### src/rtl/regfile_pkg.sv
// Shared constants and types for the regfile_reader register file.
package regfile_pkg;

  localparam int REGFILE_DATA_W = 32;
  localparam int REGFILE_ADDR_W = 5;
  localparam int DEPTH          = 2 ** REGFILE_ADDR_W;
  localparam int ZERO_REG       = 0;

  typedef enum logic {
    INIT  = 1'b0,
    READY = 1'b1
  } state_t;

endpackage

### src/rtl/regfile_init_seq.sv
// Post-reset clear sequencer: walks every register address once, then
// raises ready. All outputs come straight from flops.
module regfile_init_seq
  import regfile_pkg::*;
#(
  parameter int ADDR_W = REGFILE_ADDR_W
) (
  input  logic              clk,
  input  logic              rst,
  output logic              clr_en,
  output logic [ADDR_W-1:0] clr_addr,
  output logic              ready
);

  localparam logic [ADDR_W-1:0] LAST_IDX = {ADDR_W{1'b1}};

  state_t            state_r;
  logic [ADDR_W-1:0] idx_r;
  logic              clr_en_r;
  logic              ready_r;

  // Sweep FSM: clear one entry per cycle in INIT, park in READY until reset.
  always_ff @(posedge clk) begin
    if (!rst) begin
      state_r  <= INIT;
      idx_r    <= {ADDR_W{1'b0}};
      clr_en_r <= 1'b1;
      ready_r  <= 1'b0;
    end else begin
      case (state_r)
        INIT: begin
          if (idx_r == LAST_IDX) begin
            state_r  <= READY;
            clr_en_r <= 1'b0;
            ready_r  <= 1'b1;
          end else begin
            idx_r <= idx_r + ADDR_W'(1);
          end
        end
        READY: begin
          clr_en_r <= 1'b0;
          ready_r  <= 1'b1;
        end
        default: begin
          state_r  <= INIT;
          idx_r    <= {ADDR_W{1'b0}};
          clr_en_r <= 1'b1;
          ready_r  <= 1'b0;
        end
      endcase
    end
  end

  assign clr_en   = clr_en_r;
  assign clr_addr = idx_r;
  assign ready    = ready_r;

endmodule

### src/rtl/regfile_reader.sv
// Register file: one write port, two registered read ports with a shared
// valid strobe, and a post-reset clear sweep gating both ports.
// Optional macro REGFILE_BYPASS_EN: same-cycle write/read of one nonzero
// address returns the new write data (write-first); otherwise read-first.
module regfile_reader
  import regfile_pkg::*;
#(
  parameter int DATA_W = REGFILE_DATA_W,
  parameter int ADDR_W = REGFILE_ADDR_W
) (
  input  logic              clk,
  input  logic              rst,
  input  logic              we,
  input  logic [ADDR_W-1:0] waddr,
  input  logic [DATA_W-1:0] wdata,
  input  logic              re,
  input  logic [ADDR_W-1:0] raddr1,
  input  logic [ADDR_W-1:0] raddr2,
  output logic [DATA_W-1:0] rdata1,
  output logic [DATA_W-1:0] rdata2,
  output logic              rvalid,
  output logic              ready
);

  localparam int                NUM_REGS  = 2 ** ADDR_W;
  localparam logic [ADDR_W-1:0] ZERO_ADDR = ADDR_W'(ZERO_REG);

  logic [DATA_W-1:0] mem_r [NUM_REGS];
  logic [DATA_W-1:0] rdata1_r;
  logic [DATA_W-1:0] rdata2_r;
  logic              rvalid_r;
  logic [DATA_W-1:0] rd1_s;
  logic [DATA_W-1:0] rd2_s;
  logic              clr_en_s;
  logic [ADDR_W-1:0] clr_addr_s;
  logic              ready_s;

  regfile_init_seq #(
    .ADDR_W (ADDR_W)
  ) u_init_seq (
    .clk      (clk),
    .rst      (rst),
    .clr_en   (clr_en_s),
    .clr_addr (clr_addr_s),
    .ready    (ready_s)
  );

  // Array write port: clear sweep owns it during INIT, core writes after.
  always_ff @(posedge clk) begin
    if (rst) begin
      if (clr_en_s) begin
        mem_r[clr_addr_s] <= {DATA_W{1'b0}};
      end else if (ready_s && we && (waddr != ZERO_ADDR)) begin
        mem_r[waddr] <= wdata;
      end
    end
  end

  // Read data selection: register 0 reads as zero, optional write bypass.
  always_comb begin
    rd1_s = {DATA_W{1'b0}};
    rd2_s = {DATA_W{1'b0}};
    if (raddr1 == ZERO_ADDR) begin
      rd1_s = {DATA_W{1'b0}};
`ifdef REGFILE_BYPASS_EN
    end else if (we && (raddr1 == waddr)) begin
      rd1_s = wdata;
`endif
    end else begin
      rd1_s = mem_r[raddr1];
    end
    if (raddr2 == ZERO_ADDR) begin
      rd2_s = {DATA_W{1'b0}};
`ifdef REGFILE_BYPASS_EN
    end else if (we && (raddr2 == waddr)) begin
      rd2_s = wdata;
`endif
    end else begin
      rd2_s = mem_r[raddr2];
    end
  end

  // Registered read ports: capture on re once ready, otherwise hold data.
  always_ff @(posedge clk) begin
    if (!rst) begin
      rdata1_r <= {DATA_W{1'b0}};
      rdata2_r <= {DATA_W{1'b0}};
      rvalid_r <= 1'b0;
    end else if (ready_s && re) begin
      rdata1_r <= rd1_s;
      rdata2_r <= rd2_s;
      rvalid_r <= 1'b1;
    end else begin
      rvalid_r <= 1'b0;
    end
  end

  assign rdata1 = rdata1_r;
  assign rdata2 = rdata2_r;
  assign rvalid = rvalid_r;
  assign ready  = ready_s;

endmodule

### config.mk
export PLATFORM = sky130hd
export DESIGN_NAME = regfile_reader
export DESIGN_NICKNAME = d
export VERILOG_FILES = /design/src/rtl/regfile_pkg.sv /design/src/rtl/regfile_init_seq.sv /design/src/rtl/regfile_reader.sv
export SDC_FILE = /design/constraint.sdc
export NUM_CORES = 1
export LEC_CHECK = 0
export ABC_CLOCK_PERIOD_IN_PS = 3200
export BUFFER_PORTS_ARGS = -buffer_cell sky130_fd_sc_hd__buf_2
export CAP_MARGIN = 20
export CELL_PAD_IN_SITES_DETAIL_PLACEMENT = 0
export CELL_PAD_IN_SITES_GLOBAL_PLACEMENT = 1
export CORE_UTILIZATION = 30
export DETAILED_ROUTE_END_ITERATION = 8
export PLACE_DENSITY_LB_ADDON = 0.1
export SKIP_CTS_REPAIR_TIMING = 1
export SYNTH_ARGS = -nofsm -noshare
export SYNTH_HDL_FRONTEND = slang
export SYNTH_HIERARCHICAL = 1
export SYNTH_SLANG_ARGS = --single-unit
export TNS_END_PERCENT = 100
### constraint.sdc
create_clock -name clk -period 3.2 [get_ports clk]
set_input_delay 0.16 -clock clk [delete_from_list [all_inputs] [get_ports clk]]
set_output_delay 0.16 -clock clk [all_outputs]
set_load 0.01 [all_outputs]
## Yosys cells after proc, flatten, opt, wreduce, memory -nomap -nowiden

Memory sizes are Yosys's and may differ from the RTL's.
Cells that the tools add are included.

| cells by class | value |
|---|---|
| add/sub/neg operators | 1 |
| equal/unequal tests | 2 |
| multiplexer cells | 19 |
| bitwise logic cells | 2 |
| reductions and logical operators | 8 |

Operator list:

| operator | number |
|---|---|
| $mux 32 | 3 |
| $reduce_or 32->1 | 1 |
| $mux 1 | 13 |
| $logic_not 5->1 | 2 |
| $add 5x1->5 const B | 1 |
| $eq 5x5->1 const B | 1 |
| $mux 5 | 1 |
| $reduce_bool 5->1 | 1 |
| $pmux 1 s2 | 2 |
| $logic_and 1x1->1 | 3 |
| $ne 2x1->1 const B | 1 |
| $not 1->1 | 2 |
| $reduce_and 2->1 | 1 |

| storage, ports and cells | value |
|---|---|
| register bits after elaboration | 73 |
| RAM bits | 1,024 |
| input bits | 51 |
| output and inout port bits | 66 |
| logic and storage cells | 40 |
| memories kept | 1 |

Memories:

| name | depth | width | read ports | clocked after Yosys merged registers in | write ports | RTL line | source |
|---|---|---|---|---|---|---|---|
| mem_r | 32 | 32 | 2 | 0 | 1 | regfile_reader.sv:28 | `logic [DATA_W-1:0] mem_r [NUM_REGS];` |

## Logic depth before layout (Yosys ltp)

| logic depth | value |
|---|---|
| depth in word-level cells | 8 |
| gate-level depth with buffers | 9 |
| gate-level depth less buffers | 6 |

## Cells and area by module

The synthesis kept the hierarchy.

By module, submodules not included:

| module | times used | cells each | area each (um^2) | seq. area each (um^2) |
|---|---|---|---|---|
| regfile_reader | 1 | 2,760 | 49,845.3 | 32,050.7 |
| regfile_init_seq | 1 | 31 | 327.8 | 160.2 |

## Worst setup path after synthesis

OpenSTA, ideal clock, no wires.

| path | value |
|---|---|
| kind | reg-to-reg |
| start point | register u_init_seq.ready_r (netlist: u_init_seq/ready) |
| end point | memory mem_r[0][0] in the netlist's numbering (enable) |
| setup time | 421 ps |
| data arrival time | 2,491 ps |
| data required time | 2,779 ps |
| setup slack | 288 ps |
| stages on the path, launching flop included | 5 |
| path buffers | 0 |
| period minus slack after synthesis | 2,912 ps |
| path through | dfxtp_1 -> nand4b_1 -> a21o_1 -> mux2i_1 -> nor2_1 |

| on the way | value |
|---|---|
| longest elaborated chain between the ends | 8 |
| elaborated cells between the ends (all ways) | 9 |
| classes of those cells | mux: 6; reduce/logical: 3 |

Ends and longest elaborated chain:

| element | RTL line | source |
|---|---|---|
| start, declared | regfile_init_seq.sv:20 | `logic ready_r;` |
| start signal, assigned | regfile_init_seq.sv:28 | `ready_r <= 1'b0;` |
| start signal, assigned | regfile_init_seq.sv:35 | `ready_r <= 1'b1;` |
| start signal, assigned | regfile_init_seq.sv:42 | `ready_r <= 1'b1;` |
| $logic_and 1x1->1 * (2 in series) | regfile_reader.sv:53 | `end else if (ready_s && we && (waddr != ZERO_ADDR)) begin` |
| $mux 1 * | regfile_reader.sv:53 |  |
| $mux 1 * | regfile_reader.sv:51 | `if (clr_en_s) begin` |
| $mux 1 * | regfile_reader.sv:50 | `if (rst) begin` |
| $mux 1 (implied by the code) * | regfile_reader.sv:54 | `mem_r[waddr] <= wdata;` |
| $reduce_or 32->1 (no source line) | n/a |  |
| $mux 5 (no source line) or $mux 1 (tied branches) | n/a |  |
| end, declared | regfile_reader.sv:28 |  |

Mark *: on every way between the ends. The rest lies on a longest branch, timed or not.

## Worst setup path after layout

| path | value |
|---|---|
| start point | register u_init_seq.clr_en_r (netlist: u_init_seq/clr_en) |
| end point | memory mem_r[30][22] in the netlist's numbering (enable) |

| on the way | value |
|---|---|
| longest elaborated chain between the ends | 5 |
| elaborated cells between the ends (all ways) | 9 |
| classes of those cells | mux: 8; reduce/logical: 1 |

Ends and longest elaborated chain:

| element | RTL line | source |
|---|---|---|
| start, declared | regfile_init_seq.sv:19 | `logic clr_en_r;` |
| start signal, assigned | regfile_init_seq.sv:27 | `clr_en_r <= 1'b1;` |
| start signal, assigned | regfile_init_seq.sv:34 | `clr_en_r <= 1'b0;` |
| start signal, assigned | regfile_init_seq.sv:41 | `clr_en_r <= 1'b0;` |
| $mux 1 | regfile_reader.sv:51 |  |
| $mux 1 | regfile_reader.sv:50 |  |
| $mux 1 (implied by the code) | regfile_reader.sv:54 |  |
| $reduce_or 32->1 (no source line) | n/a |  |
| $mux 5 (no source line) or $mux 1 (tied branches) | n/a |  |

Several ways; a longest one is shown, not always the timed one.

==> metrics.csv <==
metric,value,unit
hold_ws,0.00787,ns
min_period,2.71,ns
crit_fanout,17,
grt_pass1_wl,273000,um
drv_slew,0,
clock-sinks,1097,
path_class,flip-flop to flip-flop,
dpl.cell_count,5084,
cts_made_buffers,132,
crit_path_end_kind,flip-flop,
instances_no_fill,5333,
reg2reg_depth,6,
max-vdd-ir-drop,0.532,mV
fin_nets,3085,
start_util,0.303,
crit_path_start_kind,flip-flop,
power.density,545,nW/um^2
htreeDepth,4,
synth_edf_count,1024,
skew,0.0286,ns
clockBufferDepth,3,
worst_pin_slew,1.22,ns
grt_pass1_vias,32100,
gp_congestion,0.798,
slew_headroom,0.188,
dr.pass1.iters,5,
hold_viol,0,
grt_overflow_total,0,
cts.clk_slew.worst_paths,0.06,ns
syn-instance-count,2791,
rows,149,
syn2layout_area_growth,18.5,%
antenna_found_initial,11,
syn_area,50200,um^2
coreArea,166000,um^2
totalWireLength,200000,um
vias,30900,
wl_per_cell,37.5,um
ys.flop_type,edfxtp_1,
p_leak,0.0210,uW
portBuffers,116,
synth-seq-cells,1097,
post-route-period-util,0.848,
cap_violations,0,
cts_tree,built,
holdCritPathClass,primary input to flip-flop,
outcome,"complete, no violations",
reg2reg_from,u_init_seq/clr_en,
vias_per_cell,5.79,
fp.dieH,411,um
min_from,wdata[17],
io_pins,117,
die_area,169000,um^2
ant_nets,0,
grt_usage,0.236,
synth-async-reset-ratio,0,
grt_max_degree,63,
cp.required,3.66,ns
dp_hpwl,118000,um
crit_start,u_init_seq/clr_en,
drive_gt1_frac,0.309,
rsz0062_at_grt,false,
min_path_cells,3,
num-fill-cells,15500,
die_w,411,um
synth_cell_types,52,
fmax,368,MHz
clockRootBuffer,clkbuf_16,
drt-initial-drc-count,3361,
clk_latency,0.78,ns
route.detailed.drc,0,
final.setup.tns,0,ns
critPathArrivalTime,3.17,ns
yosysWarnings,6,
finalSetupViolations,0,
syn_nets,2844,
ys_seq_area_frac,0.642,
synth_area_per_cell,18.0,um^2
-- power breakdown --
part	switching [uW]	internal, uW	total (uW)
Sequential	42.4	15500	15600
Combinational	1310	850	2160
Clock	6180	8480	14700
Total	7530	24900	32400
-- sequential cells by signal, summed over array words and instances, names as in the netlist --
name                 flops
u_init_seq/clr_en        1
u_init_seq/state_r       1
rvalid                   1
rdata1                  32
u_init_seq/clr_addr      5
mem_r                 1024
u_init_seq/ready         1
rdata2                  32
-- layout by cell type (no fill, tap or decap), drive strengths merged, types with 47 or more instances in the layout --
cell type / instances
clkbuf: 174
dfxtp: 73
buf: 330
a2111oi: 52
nor2: 69
edfxtp: 1024
a21o: 59
a22oi: 162
clkinv: 47
o22ai: 59
mux2i: 352
mux4: 353
and2: 57
-- Yosys cell counts (4+ instances only) --
master | n | area (um^2)
a2111oi_0 | 42 | 368
a2111oi_2 | 10 | 150
a211oi_1 | 33 | 248
a21o_1 | 59 | 443
a21oi_1 | 34 | 170
a221oi_1 | 22 | 193
a22oi_1 | 162 | 1220
a32oi_1 | 33 | 289
and2_1 | 57 | 357
and3_1 | 4 | 25.0
buf_1 | 12 | 45.0
buf_2 | 75 | 375
buf_4 | 23 | 173
buf_6 | 6 | 67.6
clkbuf_1 | 110 | 413
dfxtp_1 | 73 | 1460
edfxtp_1 | 1024 | 30700
inv_1 | 10 | 37.5
mux2_2 | 32 | 360
mux2i_1 | 352 | 3520
mux4_2 | 353 | 7950
nand2_1 | 7 | 26.3
nand2b_1 | 12 | 75.1
nand3b_1 | 4 | 30.0
nor2_1 | 68 | 255
nor2b_1 | 7 | 43.8
o211ai_1 | 32 | 240
o21ai_0 | 34 | 170
o22ai_1 | 59 | 369
-- layout make-up --
cell class | instances | area, um^2 | share of cell area
repair buffers | 333 | 3110 | 0.0524
multi-input cells | 1458 | 17200 | 0.289
inverters | 10 | 37.5 | 0.000631
clock inverters | 69 | 617 | 0.0104
flip-flops and latches | 1097 | 32200 | 0.542
diodes | 3 | 7.51 | 0.000126
well taps | 2189 | 2740 | 0.0461
clock buffers | 174 | 3540 | 0.0596
-- routing by layer --
metal  vias up  GRT usage  share of wire
li1      12400          -              -
met1     16900      0.334           0.45
met2      1294      0.375           0.47
met3       230     0.0410          0.064
met4         0     0.0598          0.022
met5         -          0              0
-- through the flow --
step / power [uW] / area, um^2 / setup slack, ns / utilization
floorplan: 17100 / 50200 / 0.288 / -
global route: 33300 / 59500 / 0.344 / 0.359
detailed placement: 18100 / 55300 / 0.395 / 0.334
CTS: 32700 / 59400 / 0.533 / 0.359
global placement: 18000 / 55300 / 0.330 / 0.334
finish: 32400 / 59500 / 0.486 / 0.359
-- cell families after synthesis --
kind of cell / synth area share
muxes: 0.236
adders and majority gates: 0.000499
buffers and inverters: 0.0221
AOI/OAI and AO/OA: 0.0790
xor gates and xnor gates: 0.000349
and+or+nand+nor: 0.0201
DFF: 0.642
-- worst paths after layout --
check / to / slack, ns
worst max-delay path: mem_r[30][22] / 0.49
worst min-delay path: mem_r[9][17] / 0.008
worst max register to register: mem_r[30][22] / 0.49
worst min register to register: u_init_seq/clr_en / 0.48
-- critical path, stage by stage (launching register included) --
cell,delay (ns)
dfxtp_1,0.37
nand4b_1,0.32
nor2_1,0.08
a22oi_1,0.91
buf_4,0.34
nor2_4,0.06
buf_4,0.28
Power figures use the tool's default switching activity.
